### config.mk
export PLATFORM = sky130hd
export DESIGN_NAME = fb_write_arbiter
export DESIGN_NICKNAME = d
export VERILOG_FILES = /design/src/rtl/fb_write_arbiter.sv
export SDC_FILE = /design/constraint.sdc
export NUM_CORES = 1
export LEC_CHECK = 0
export ABC_AREA = 1
export BUFFER_PORTS_ARGS = -buffer_cell sky130_fd_sc_hd__buf_2
export CORE_MARGIN = 2
export CORE_UTILIZATION = 45
export CTS_CLUSTER_SIZE = 28
export DETAILED_ROUTE_END_ITERATION = 8
export GPL_ROUTABILITY_DRIVEN = 0
export PLACE_DENSITY = 0.75
export SLEW_MARGIN = 20
export SYNTH_ARGS = -nofsm -noshare
export SYNTH_HDL_FRONTEND = slang
export SYNTH_SLANG_ARGS = --single-unit
### constraint.sdc
create_clock -name i_clk -period 1.3 [get_ports i_clk]
set_clock_uncertainty 0.1 [all_clocks]
set_input_delay 0.065 -clock i_clk [delete_from_list [all_inputs] [get_ports i_clk]]
set_output_delay 0.065 -clock i_clk [all_outputs]
set_load 0.02 [all_outputs]
### src/rtl/fb_write_arbiter.sv
// fb_write_arbiter: owns the framebuffer SRAM write port and shares it between
// the pixel renderer (valid/ready) and a built-in clear engine that fills
// locations 0..DEPTH-1 with a single colour.
//
// While a clear runs, a waiting renderer alternates with the clear engine:
// one clear write, then one draw write. With no draw pending, the clear
// advances every cycle. All write outputs are registered (1-cycle latency).
//
// Optional build macro: FB_ARB_STALL_CNT_EN adds o_stall_count, a saturating
// count of cycles in which the renderer was valid but not accepted.
module fb_write_arbiter #(
    parameter int ADDR_WIDTH = 8,
    parameter int DATA_WIDTH = 8,
    parameter int DEPTH      = 256
) (
    input  logic                  i_clk,
    input  logic                  i_rst_n,
    input  logic                  i_draw_valid,
    input  logic [ADDR_WIDTH-1:0] i_draw_addr,
    input  logic [DATA_WIDTH-1:0] i_draw_data,
    output logic                  o_draw_ready,
    input  logic                  i_clear_start,
    input  logic [DATA_WIDTH-1:0] i_clear_colour,
    output logic                  o_clear_busy,
    output logic                  o_clear_done,
    output logic                  o_write,
    output logic [ADDR_WIDTH-1:0] o_write_addr,
    output logic [DATA_WIDTH-1:0] o_data
`ifdef FB_ARB_STALL_CNT_EN
    ,
    output logic [15:0]           o_stall_count
`endif
);

    typedef enum logic {
        IDLE  = 1'b0,
        CLEAR = 1'b1
    } state_t;

    // Address of the final clear write; the grant at this count ends the clear.
    localparam logic [ADDR_WIDTH-1:0] LAST_ADDR = ADDR_WIDTH'(DEPTH - 1);

    // Control state
    state_t                  state;
    state_t                  state_next;
    logic [ADDR_WIDTH-1:0]   clear_cnt;
    logic [ADDR_WIDTH-1:0]   clear_cnt_next;
    logic                    last_was_clear;
    logic                    last_was_clear_next;
    logic [DATA_WIDTH-1:0]   colour;
    logic [DATA_WIDTH-1:0]   colour_next;

    // Arbitration decisions for the current cycle
    logic                    draw_grant;
    logic                    clear_grant;
    logic                    clear_last;
    logic                    start_accept;

    // Write stage (registered towards the SRAM)
    logic                    write_p1;
    logic [ADDR_WIDTH-1:0]   write_addr_p1;
    logic [DATA_WIDTH-1:0]   data_p1;
    logic                    done_p1;
    logic                    write_next;
    logic [ADDR_WIDTH-1:0]   write_addr_next;
    logic [DATA_WIDTH-1:0]   data_next;
    logic                    done_next;

    // Ready depends only on state: always in IDLE, and in CLEAR only after
    // the clear engine has taken the previous slot.
    always_comb begin
        o_draw_ready = 1'b1;
        if (state == CLEAR) begin
            o_draw_ready = last_was_clear;
        end
    end

    // Grant decode: a draw wins the slot when ready; the clear takes any
    // slot in CLEAR that the draw did not use.
    always_comb begin
        draw_grant   = i_draw_valid && o_draw_ready;
        clear_grant  = (state == CLEAR) && !draw_grant;
        clear_last   = clear_grant && (clear_cnt == LAST_ADDR);
        start_accept = (state == IDLE) && i_clear_start;
    end

    // Next-state logic for the clear FSM, sweep counter and fairness flag.
    always_comb begin
        state_next          = state;
        clear_cnt_next      = clear_cnt;
        colour_next         = colour;
        last_was_clear_next = last_was_clear;

        case (state)
            IDLE: begin
                if (start_accept) begin
                    state_next     = CLEAR;
                    clear_cnt_next = '0;
                    colour_next    = i_clear_colour;
                end
            end
            CLEAR: begin
                if (clear_grant) begin
                    if (clear_last) begin
                        state_next     = IDLE;
                        clear_cnt_next = '0;
                    end else begin
                        clear_cnt_next = clear_cnt + ADDR_WIDTH'(1);
                    end
                end
            end
            default: begin
                state_next = IDLE;
            end
        endcase

        // Entering CLEAR hands the first slot to the clear engine.
        if (start_accept) begin
            last_was_clear_next = 1'b0;
        end else if (clear_grant) begin
            last_was_clear_next = 1'b1;
        end else if (draw_grant) begin
            last_was_clear_next = 1'b0;
        end
    end

    // Write-stage mux: draw passes straight through, clear uses counter and
    // latched colour, and an idle slot holds the last address/data.
    always_comb begin
        write_next      = draw_grant || clear_grant;
        write_addr_next = write_addr_p1;
        data_next       = data_p1;
        done_next       = clear_last;

        if (draw_grant) begin
            write_addr_next = i_draw_addr;
            data_next       = i_draw_data;
        end else if (clear_grant) begin
            write_addr_next = clear_cnt;
            data_next       = colour;
        end
    end

    // ---- stage p0 -> p1: control state and registered write port ----
    always_ff @(posedge i_clk) begin
        if (!i_rst_n) begin
            state          <= IDLE;
            clear_cnt      <= '0;
            last_was_clear <= 1'b0;
            write_p1       <= 1'b0;
            write_addr_p1  <= '0;
            data_p1        <= '0;
            done_p1        <= 1'b0;
        end else begin
            state          <= state_next;
            clear_cnt      <= clear_cnt_next;
            last_was_clear <= last_was_clear_next;
            write_p1       <= write_next;
            write_addr_p1  <= write_addr_next;
            data_p1        <= data_next;
            done_p1        <= done_next;
        end
    end

    // Fill colour register; only read while in CLEAR, after it has been loaded.
    always_ff @(posedge i_clk) begin
        colour <= colour_next;
    end

    assign o_clear_busy = (state == CLEAR);
    assign o_clear_done = done_p1;
    assign o_write      = write_p1;
    assign o_write_addr = write_addr_p1;
    assign o_data       = data_p1;

`ifdef FB_ARB_STALL_CNT_EN
    logic [15:0] stall_cnt;

    function automatic logic [15:0] sat_inc16(input logic [15:0] value);
        if (value == 16'hFFFF) begin
            return value;
        end
        return value + 16'd1;
    endfunction

    // Renderer stall counter: counts valid-but-not-ready cycles, cleared on
    // each accepted clear start.
    always_ff @(posedge i_clk) begin
        if (!i_rst_n) begin
            stall_cnt <= '0;
        end else if (start_accept) begin
            stall_cnt <= '0;
        end else if (i_draw_valid && !o_draw_ready) begin
            stall_cnt <= sat_inc16(stall_cnt);
        end
    end

    assign o_stall_count = stall_cnt;
`endif

endmodule

==> flow_summary.rst, run 1 <==
.. list-table::
   :header-rows: 1

   * - Metric
     - Value
   * - Violated checks
     - negative setup slack
   * - Depth of the CTS H-tree
     - 2
   * - Setup slack at placement
     - -0.06043 ns
   * - Global routing usage on met3
     - 0.04144
   * - Post-Synthesis Mean Instance Area
     - 8.489 um^2
   * - Total Die Area
     - 3898 um^2
   * - Clock tree from TritonCTS
     - done
   * - Aggregate negative setup slack
     - -0.2273 ns
   * - Starting utilization of the core area
     - 0.4641
   * - Post-placement cell area
     - 1881 um^2
   * - Crit path from
     - o_clear_busy
   * - Ratio of final minimum period to clock period
     - 1.036
   * - Most frequent cell on the critical path
     - sky130_fd_sc_hd__nand2_2
   * - Fraction of the yosys area taken by sequential cells
     - 0.5212
   * - Final hold vios
     - 0
   * - Violation count after the first detailed-route iteration
     - 77
   * - Crit path arrival time
     - 1.49 ns
   * - Total chip power
     - 2533 uW
   * - Top cell family by delay on the critical path
     - simple AND/OR/NAND/NOR gates
   * - Final number of setup-violating endpoints
     - 7
   * - # IOs
     - 48
   * - Number of enable flip-flop cells after synthesis
     - 8
   * - Length in cells of the worst reg-to-reg path
     - 7
   * - Total count of max-transition violations in the final report
     - 0
   * - Dominant cell by count in the synthesized netlist
     - sky130_fd_sc_hd__dfxtp_1
   * - Final period demand of the worst path
     - 1.347 ns
   * - Peak supply drop
     - 0.5854 mV
   * - N_diodes
     - 0
   * - Proportion of synthesized flip-flops having asynchronous set or reset
     - 0
   * - Final design area excluding fillers
     - 2310 um^2
   * - Number of cells on the critical path
     - 7
   * - Required arrival time at the worst endpoint
     - 1.44 ns
   * - Relative slew margins
     - 0.8417
   * - Number of standard-cell rows in the floorplan
     - 21
   * - Maximum clock insertion buffer count
     - 2
   * - Post-Syn Nets
     - 210
   * - GRT met2 Usage
     - 0.4059
   * - Number of fillers in the final layout
     - 272
   * - Routed length per placed instance
     - 13.74 um
   * - DRC Markers
     - 0
   * - Busiest metal layer after global routing
     - met2
   * - Maximum frequency from static timing analysis
     - 0.7424 GHz
   * - Gr ovfl total
     - 0
   * - Total CTS buffers
     - 5
   * - Cells taking the most area after synthesis
     - sky130_fd_sc_hd__dfxtp_1 (36%), sky130_fd_sc_hd__edfxtp_1 (16%), sky130_fd_sc_hd__o21ai_0 (8.5%)
   * - CP max stage delay
     - 0.41 ns
   * - Global-route usage over all layers
     - 0.2245
   * - Worst-Margin Slew
     - 0.2369 ns
   * - Leakage component of the power
     - 0.0009948 uW
   * - Setup repair after global routing missed its margin
     - yes
   * - Via count of the first global-routing pass
     - 1,554
   * - Sort of element at the start of the critical path
     - register
   * - Reg clk slew, reported paths
     - 0.11 ns
   * - Post-synth top cells
     - sky130_fd_sc_hd__dfxtp_1 (28), sky130_fd_sc_hd__nand2_1 (27), sky130_fd_sc_hd__o21ai_0 (26), sky130_fd_sc_hd__nand3_1 (20)
   * - Worst Path Max Fanout
     - 6
   * - Total via count after detailed routing
     - 1,579
   * - Non-filler instance count after layout
     - 314
   * - Clk Latency, worst-skew pair
     - 0.35 ns
   * - Post-synth top flop
     - sky130_fd_sc_hd__dfxtp_1
   * - Internal reg-to-reg setup slack
     - -0.05 ns
   * - Final Worst Setup Slack
     - -0.04696 ns
   * - Fraction of met1 tracks used by global routing
     - 0.2494
   * - Critical Path Slowest Stage Cell
     - sky130_fd_sc_hd__dfxtp_4
   * - Cell type with the highest aggregate area in the netlist
     - sky130_fd_sc_hd__dfxtp_1
   * - Capture point of the critical path
     - clear_cnt[2]
   * - DIE WIDTH
     - 62.43 um
   * - Endpoint kind of the worst setup timing path
     - register
   * - Vertical extent of the die
     - 62.43 um
   * - Clock root buffer master
     - sky130_fd_sc_hd__clkbuf_4
   * - Max capacitance violation total
     - 0
   * - Layout Area Growth over Synthesis
     - 50.33%
   * - Unique masters post-synth
     - 24
   * - Result of the run
     - finished with violations
   * - Count of nets after finishing
     - 296
   * - Area of the mapped netlist
     - 1536 um^2
   * - CP Buf/Inv Count
     - 1
   * - Yosys warnings
     - 0
   * - Total placed cells including tap cells
     - 277
   * - Number of clock sinks seen by CTS
     - 36
   * - Number of search-and-repair iterations in the first detailed-routing pass
     - 4
   * - DRT antenna net count
     - 0
   * - Ordered list of cells on the worst path
     - inv_4 > a21oi_4 > nand3_2 > nand2_2 > nand2_2 > nand2_4 > nor2_1
   * - Type of the worst setup path
     - register to register
   * - Top-area cell type share of the netlist area
     - 0.3648
   * - Class of the worst hold path
     - input port to register
   * - Via-per-instance ratio
     - 5.029
   * - Number of antenna violations at the first check in global routing
     - 0
   * - Pin count of the biggest net entering global routing
     - 22
   * - First-pass GRT wire length
     - 6906 um
   * - Ratio of cells with drive above 1 in the final layout
     - 0.3582
   * - Post-synthesis instance total
     - 181
   * - Drt total wl
     - 4315 um
   * - Core region area
     - 3311 um^2
   * - Flip-flop and latch count after synthesis
     - 36
   * - Detailed Place HPWL
     - 2530 um
   * - Port Buffers
     - 47
   * - Reg2reg start
     - o_clear_busy
   * - Power density normalized to cell area
     - 1097 nW/um^2
   * - Critical R2R Capture
     - clear_cnt[2]
==> state kept, by name, summed over array words and instances, names as in the netlist <==
| signal | count |
|---|---|
| clear_cnt | 8 |
| colour | 8 |
| o_data | 8 |
| o_write_addr | 8 |
| last_was_clear | 1 |
| o_clear_busy | 1 |
| o_clear_done | 1 |
| o_write | 1 |
==> power by group <==
| group | total (uW) | leakage (uW) | internal, uW | switching, uW |
|---|---|---|---|---|
| Sequential | 1250 | 0.000308 | 1210 | 38.1 |
| Clock | 782 | 0.0000422 | 403 | 379 |
| Combinational | 500 | 0.000644 | 220 | 280 |
| Total | 2530 | 0.000995 | 1840 | 697 |
==> worst min path at each step <==
stage,end,slack [ns],start,cells past startpoint
after floorplan,colour[0],0.06,i_clear_colour[0],0
after global placement,colour[3],0.14,i_clear_colour[3],1
after detailed placement,colour[1],0.14,i_clear_colour[1],1
after CTS,clear_cnt[1],0.02,i_draw_valid,4
after global routing,o_clear_busy,0.04,i_clear_start,4
final,o_clear_busy,0.03,i_clear_start,4
==> per-layer routing <==
layer / wire length [um] / vias to the layer above
met1: 1748 / 732
met4: 84 / 0
li1: - / 780
met2: 2270 / 57
met5: 0 / -
met3: 212 / 10
==> worst reg2reg max path, delay by kind of cell, from the launching register on <==
| family | cells | cell delay (ns) |
|---|---|---|
| AND/OR/NAND/NOR | 5 | 0.46 |
| flip-flops | 1 | 0.41 |
| AO/OA/AOI/OAI | 1 | 0.21 |
| buffers and inverters | 1 | 0.06 |
==> placed cells by master (no fill, tap or decap), drive strengths merged <==
cell         count
bufinv           1
buf             62
dfxtp           28
o2111a           1
xor2             2
nand4            2
a21oi           16
ha               1
edfxtp           8
nor2            17
clkinvlp         1
inv             16
clkinv           1
nand2           31
o31ai            4
nand3           20
o21ai           26
dlygate4sd3     25
clkbuf           6
==> final cells by class <==
class,count,area [um^2],area share
inverter,17,70.07,0.03034
tap,46,57.56,0.02492
sequential,36,810.8,0.3510
clock inverter,2,35.03,0.01517
multi-input combinational,120,674.4,0.2920
clock buffer,6,41.29,0.01788
timing repair buffer,87,620.6,0.2687
==> cell families (layout without fill, tap and decap cells) <==
group           after synthesis  count (layout)  synth area share
simple gates                 70              70            0.2117
compound gates               47              47            0.1710
flops                        36              36            0.5212
buf+inv                      25             112           0.07654
xor+xnor                      2               2           0.01140
fa+ha+maj                     1               1          0.008142
==> timing repair <==
action                                  in CTS  in global routing
gates resized for setup                      9                 17
hold buffers                                25                  0
endpoints found under the setup margin       7                 21
gates cloned                                 0                  0
setup buffers                                3                  1
hold endpoints to repair                    27                  0
pin swaps                                    6                  6
==> stage by stage <==
| step | utilization | hold WS, ns |
|---|---|---|
| floorplan | - | 0.06387 |
| global placement | 0.5680 | 0.1435 |
| detailed placement | 0.5680 | 0.1434 |
| CTS | 0.6818 | 0.01816 |
| global route | 0.6977 | 0.04187 |
| finish | 0.6977 | 0.03225 |
Note: power is estimated with default switching activity, not from simulation.
==> run 2: changes to the inputs <==
ABC_AREA = unset   (was 1)
CORE_UTILIZATION = 44   (was 45)
==> run 2 against run 1 <==
The run still ends with negative setup slack left. Sequential power about the same. Global-route usage increased by 0.43 points. Critical path type unchanged. Via count decreased by 13%. Clock power up 1%. Critical path depth decreased by 2.
==> flow_summary.rst, run 2 <==
.. list-table::
   :header-rows: 1

   * - Metric
     - Value
   * - Result of the run
     - finished with violations
   * - Violated checks
     - negative setup slack
   * - Metal-1 WL
     - 1637 um
   * - Setup repair after global routing missed its margin
     - yes
   * - Leakage component of the power
     - 0.001040 uW
   * - Area of the mapped netlist
     - 1463 um^2
   * - Post-Syn Nets
     - 164
   * - Dominant cell by count in the synthesized netlist
     - sky130_fd_sc_hd__dfxtp_1
   * - DRC Markers
     - 0
   * - Total CTS buffers
     - 5
   * - Cells taking the most area after synthesis
     - sky130_fd_sc_hd__dfxtp_1 (38%), sky130_fd_sc_hd__edfxtp_1 (16%), sky130_fd_sc_hd__mux2i_1 (11%)
   * - Total placed cells including tap cells
     - 233
   * - # IOs
     - 48
   * - Total via count after detailed routing
     - 1,371
   * - Clock share of power
     - 0.324
   * - Ratio of cells with drive above 1 in the final layout
     - 0.4071
   * - Met2 WL
     - 2186 um
   * - Final hold vios
     - 0
   * - Layout Area Growth over Synthesis
     - 54.06%
   * - Yosys warnings
     - 0
   * - Final period demand of the worst path
     - 1.308 ns
   * - Sw Share
     - 0.2610
   * - Top routing layer in use
     - met4
   * - Worst Path Max Fanout
     - 3
   * - Maximum clock insertion buffer count
     - 2
   * - Reg clk slew, reported paths
     - 0.12 ns
   * - Depth of the CTS H-tree
     - 2
   * - Number of antenna violations at the first check in global routing
     - 0
   * - Proportion of synthesized flip-flops having asynchronous set or reset
     - 0
   * - Required arrival time at the worst endpoint
     - 1.44 ns
   * - Number of clock sinks seen by CTS
     - 36
   * - Cell type with the highest aggregate area in the netlist
     - sky130_fd_sc_hd__dfxtp_1
   * - Clock tree from TritonCTS
     - done
   * - Relative slew margins
     - 0.8122
   * - Length in cells of the worst reg-to-reg path
     - 5
   * - DIE WIDTH
     - 61.66 um
   * - Psw
     - 636.5 uW
   * - Via count of the first global-routing pass
     - 1,301
   * - Clk Latency, worst-skew pair
     - 0.36 ns
   * - Leading cell types in the layout, fill and taps excluded
     - sky130_fd_sc_hd__buf_2 (47), sky130_fd_sc_hd__dlygate4sd3_1 (26), sky130_fd_sc_hd__nand2_1 (20), sky130_fd_sc_hd__dfxtp_1 (20), sky130_fd_sc_hd__mux2i_1 (16)
   * - Core region area
     - 3103 um^2
   * - Met3 WL post-DR
     - 253 um
   * - Global-route usage over all layers
     - 0.2288
   * - Number of standard-cell rows in the floorplan
     - 20
   * - Crit path arrival time
     - 1.45 ns
   * - First-pass GRT wire length
     - 5996 um
   * - Pin count of the biggest net entering global routing
     - 18
   * - Top-area cell type share of the netlist area
     - 0.3832
   * - DRT antenna net count
     - 0
   * - Post-synth top flop
     - sky130_fd_sc_hd__dfxtp_1
   * - Detailed Place HPWL
     - 2580 um
   * - Number of search-and-repair iterations in the first detailed-routing pass
     - 4
   * - Capture point of the critical path
     - clear_cnt[7]
   * - Fraction of the yosys area taken by sequential cells
     - 0.5475
   * - Ratio of final minimum period to clock period
     - 1.006
   * - N_diodes
     - 0
   * - Internal reg-to-reg setup slack
     - -0.008 ns
   * - Combinational share of power
     - 0.167
   * - Max capacitance violation total
     - 0
   * - Reg2reg start
     - clear_cnt[1]
   * - Vertical extent of the die
     - 61.66 um
   * - Worst-Margin Slew
     - 0.2817 ns
   * - Via-per-instance ratio
     - 5.078
   * - Post-synthesis instance total
     - 135
   * - Gr ovfl total
     - 0
   * - Total count of max-transition violations in the final report
     - 0
   * - Port Buffers
     - 47
   * - Int Power
     - 1802 uW
   * - Number of fillers in the final layout
     - 231
   * - Routed length per placed instance
     - 15.38 um
   * - Clock root buffer master
     - sky130_fd_sc_hd__clkbuf_4
   * - Critical R2R Capture
     - clear_cnt[7]
   * - Post-layout utilization of the core
     - 0.7262
   * - Sort of element at the start of the critical path
     - register
   * - Final number of setup-violating endpoints
     - 2
   * - Total Die Area
     - 3801 um^2
   * - Crit path from
     - clear_cnt[1]
   * - Power density normalized to cell area
     - 1082 nW/um^2
   * - Class of the worst hold path
     - input port to register
   * - Post-synth top cells
     - sky130_fd_sc_hd__dfxtp_1 (28), sky130_fd_sc_hd__nand2_1 (20), sky130_fd_sc_hd__mux2i_1 (16), sky130_fd_sc_hd__o21ai_0 (15), sky130_fd_sc_hd__nor2_1 (9)
   * - Type of the worst setup path
     - register to register
   * - Post-Synthesis Mean Instance Area
     - 10.83 um^2
   * - Peak supply drop
     - 0.5474 mV
   * - Drt total wl
     - 4153 um
   * - Endpoint kind of the worst setup timing path
     - register
   * - Maximum frequency from static timing analysis
     - 0.7648 GHz
   * - Non-filler instance count after layout
     - 270
   * - Count of nets after finishing
     - 254
   * - Number of enable flip-flop cells after synthesis
     - 8
   * - Flip-flop and latch count after synthesis
     - 36
   * - Unique masters post-synth
     - 31
   * - Final Worst Setup Slack
     - -0.007530 ns
   * - Violation count after the first detailed-route iteration
     - 67
   * - Sequential fraction of design power
     - 0.509
   * - Starting utilization of the core area
     - 0.4714
   * - Commonest non-fill, non-tap cell in the layout
     - sky130_fd_sc_hd__buf_2
==> run 2: cell count changes in the layout (fill, tap and decap cells not counted), sizes merged, moves of 2 or more <==
| cell | delta |
|---|---|
| nand3 | -16 |
| nand2 | -10 |
| o21ai | -8 |
| and3 | +2 |
| a21oi | -15 |
| inv | -13 |
| nand2b | +2 |
| mux2i | +16 |
| o31ai | -4 |
| nor2 | -8 |
| o21a | +2 |
| xor2 | +4 |
==> run 2: worst max-delay path: stages, from the launching register on <==
cell and delay (ns):
sky130_fd_sc_hd__dfxtp_2 0.37, sky130_fd_sc_hd__buf_4 0.13, sky130_fd_sc_hd__o211a_1 0.21, sky130_fd_sc_hd__nand4_1 0.14
sky130_fd_sc_hd__xor2_1 0.18, sky130_fd_sc_hd__nor2_1 0.06
==> run 2: through the flow <==
stage	instance area (um^2)	hold slack, ns	power (uW)	TNS [ns]	setup WS (ns)
final	2253	0.1956	2439	-0.008318	-0.007530
after global placement	1815	0.1435	1554	0	0.02667
after detailed placement	1815	0.1442	1573	-0.3705	-0.04496
after CTS	2196	0.1903	2409	0	0.0005294
after floorplan	1465	0.06387	1441	0	0.001124
after global routing	2253	0.2121	2522	-0.4441	-0.05275
==> run 2: routing by layer <==
layer / GRT usage / vias to the layer above
met2: 0.3880 / 56
met1: 0.2622 / 650
met4: 0.09726 / 0
met5: 0 / -
li1: - / 657
met3: 0.07773 / 8
==> run 2: how the worst min path moves through the flow <==
stage / cells past startpoint / endpoint / from / slack [ns]
after floorplan: 0 / colour[0] / i_clear_colour[0] / 0.06
after global placement: 1 / colour[3] / i_clear_colour[3] / 0.14
after detailed placement: 1 / colour[0] / i_clear_colour[0] / 0.14
after CTS: 5 / o_data[6] / i_draw_valid / 0.19
after global routing: 4 / o_write / i_draw_valid / 0.21
final: 4 / o_write / i_draw_valid / 0.20
==> run 2: logic make-up after synthesis <==
group,share of synthesized area
AOI/OAI and AO/OA,0.1044
DFF,0.5475
muxes,0.1095
xor gates and xnor gates,0.03593
adders and majority gates,0.008553
buffers and inverters,0.03165
and+or+nand+nor,0.1625
==> run 2: what timing repair did <==
| action | CTS | global route |
|---|---|---|
| setup endpoints to repair | 23 | 33 |
| resized for setup | 8 | 15 |
| hold endpoints to repair | 30 | 0 |
| setup buffers | 0 | 2 |
| pin swaps | 1 | 7 |
| hold buffers | 26 | 0 |
| gates cloned | 0 | 1 |
==> run 2: cell type report <==
| cell class | count | area [um^2] | area share |
|---|---|---|---|
| flip-flops and latches | 36 | 813.3 | 0.3609 |
| multi-input cells | 92 | 674.4 | 0.2993 |
| repair buffers | 87 | 616.8 | 0.2737 |
| well taps | 44 | 55.05 | 0.02443 |
| clock inverters | 3 | 42.54 | 0.01888 |
| clock buffers | 5 | 37.54 | 0.01666 |
| inverters | 3 | 13.76 | 0.006108 |
==> run 2: power by group through the flow <==
stage | combinational [uW] | sequential, uW | clock, uW
2_1_floorplan | 138 | 1300 | 0
6_report | 406 | 1240 | 791
3_3_place_gp | 296 | 1260 | 0
4_1_cts | 379 | 1240 | 793
5_1_grt | 437 | 1250 | 838
3_5_place_dp | 310 | 1260 | 0
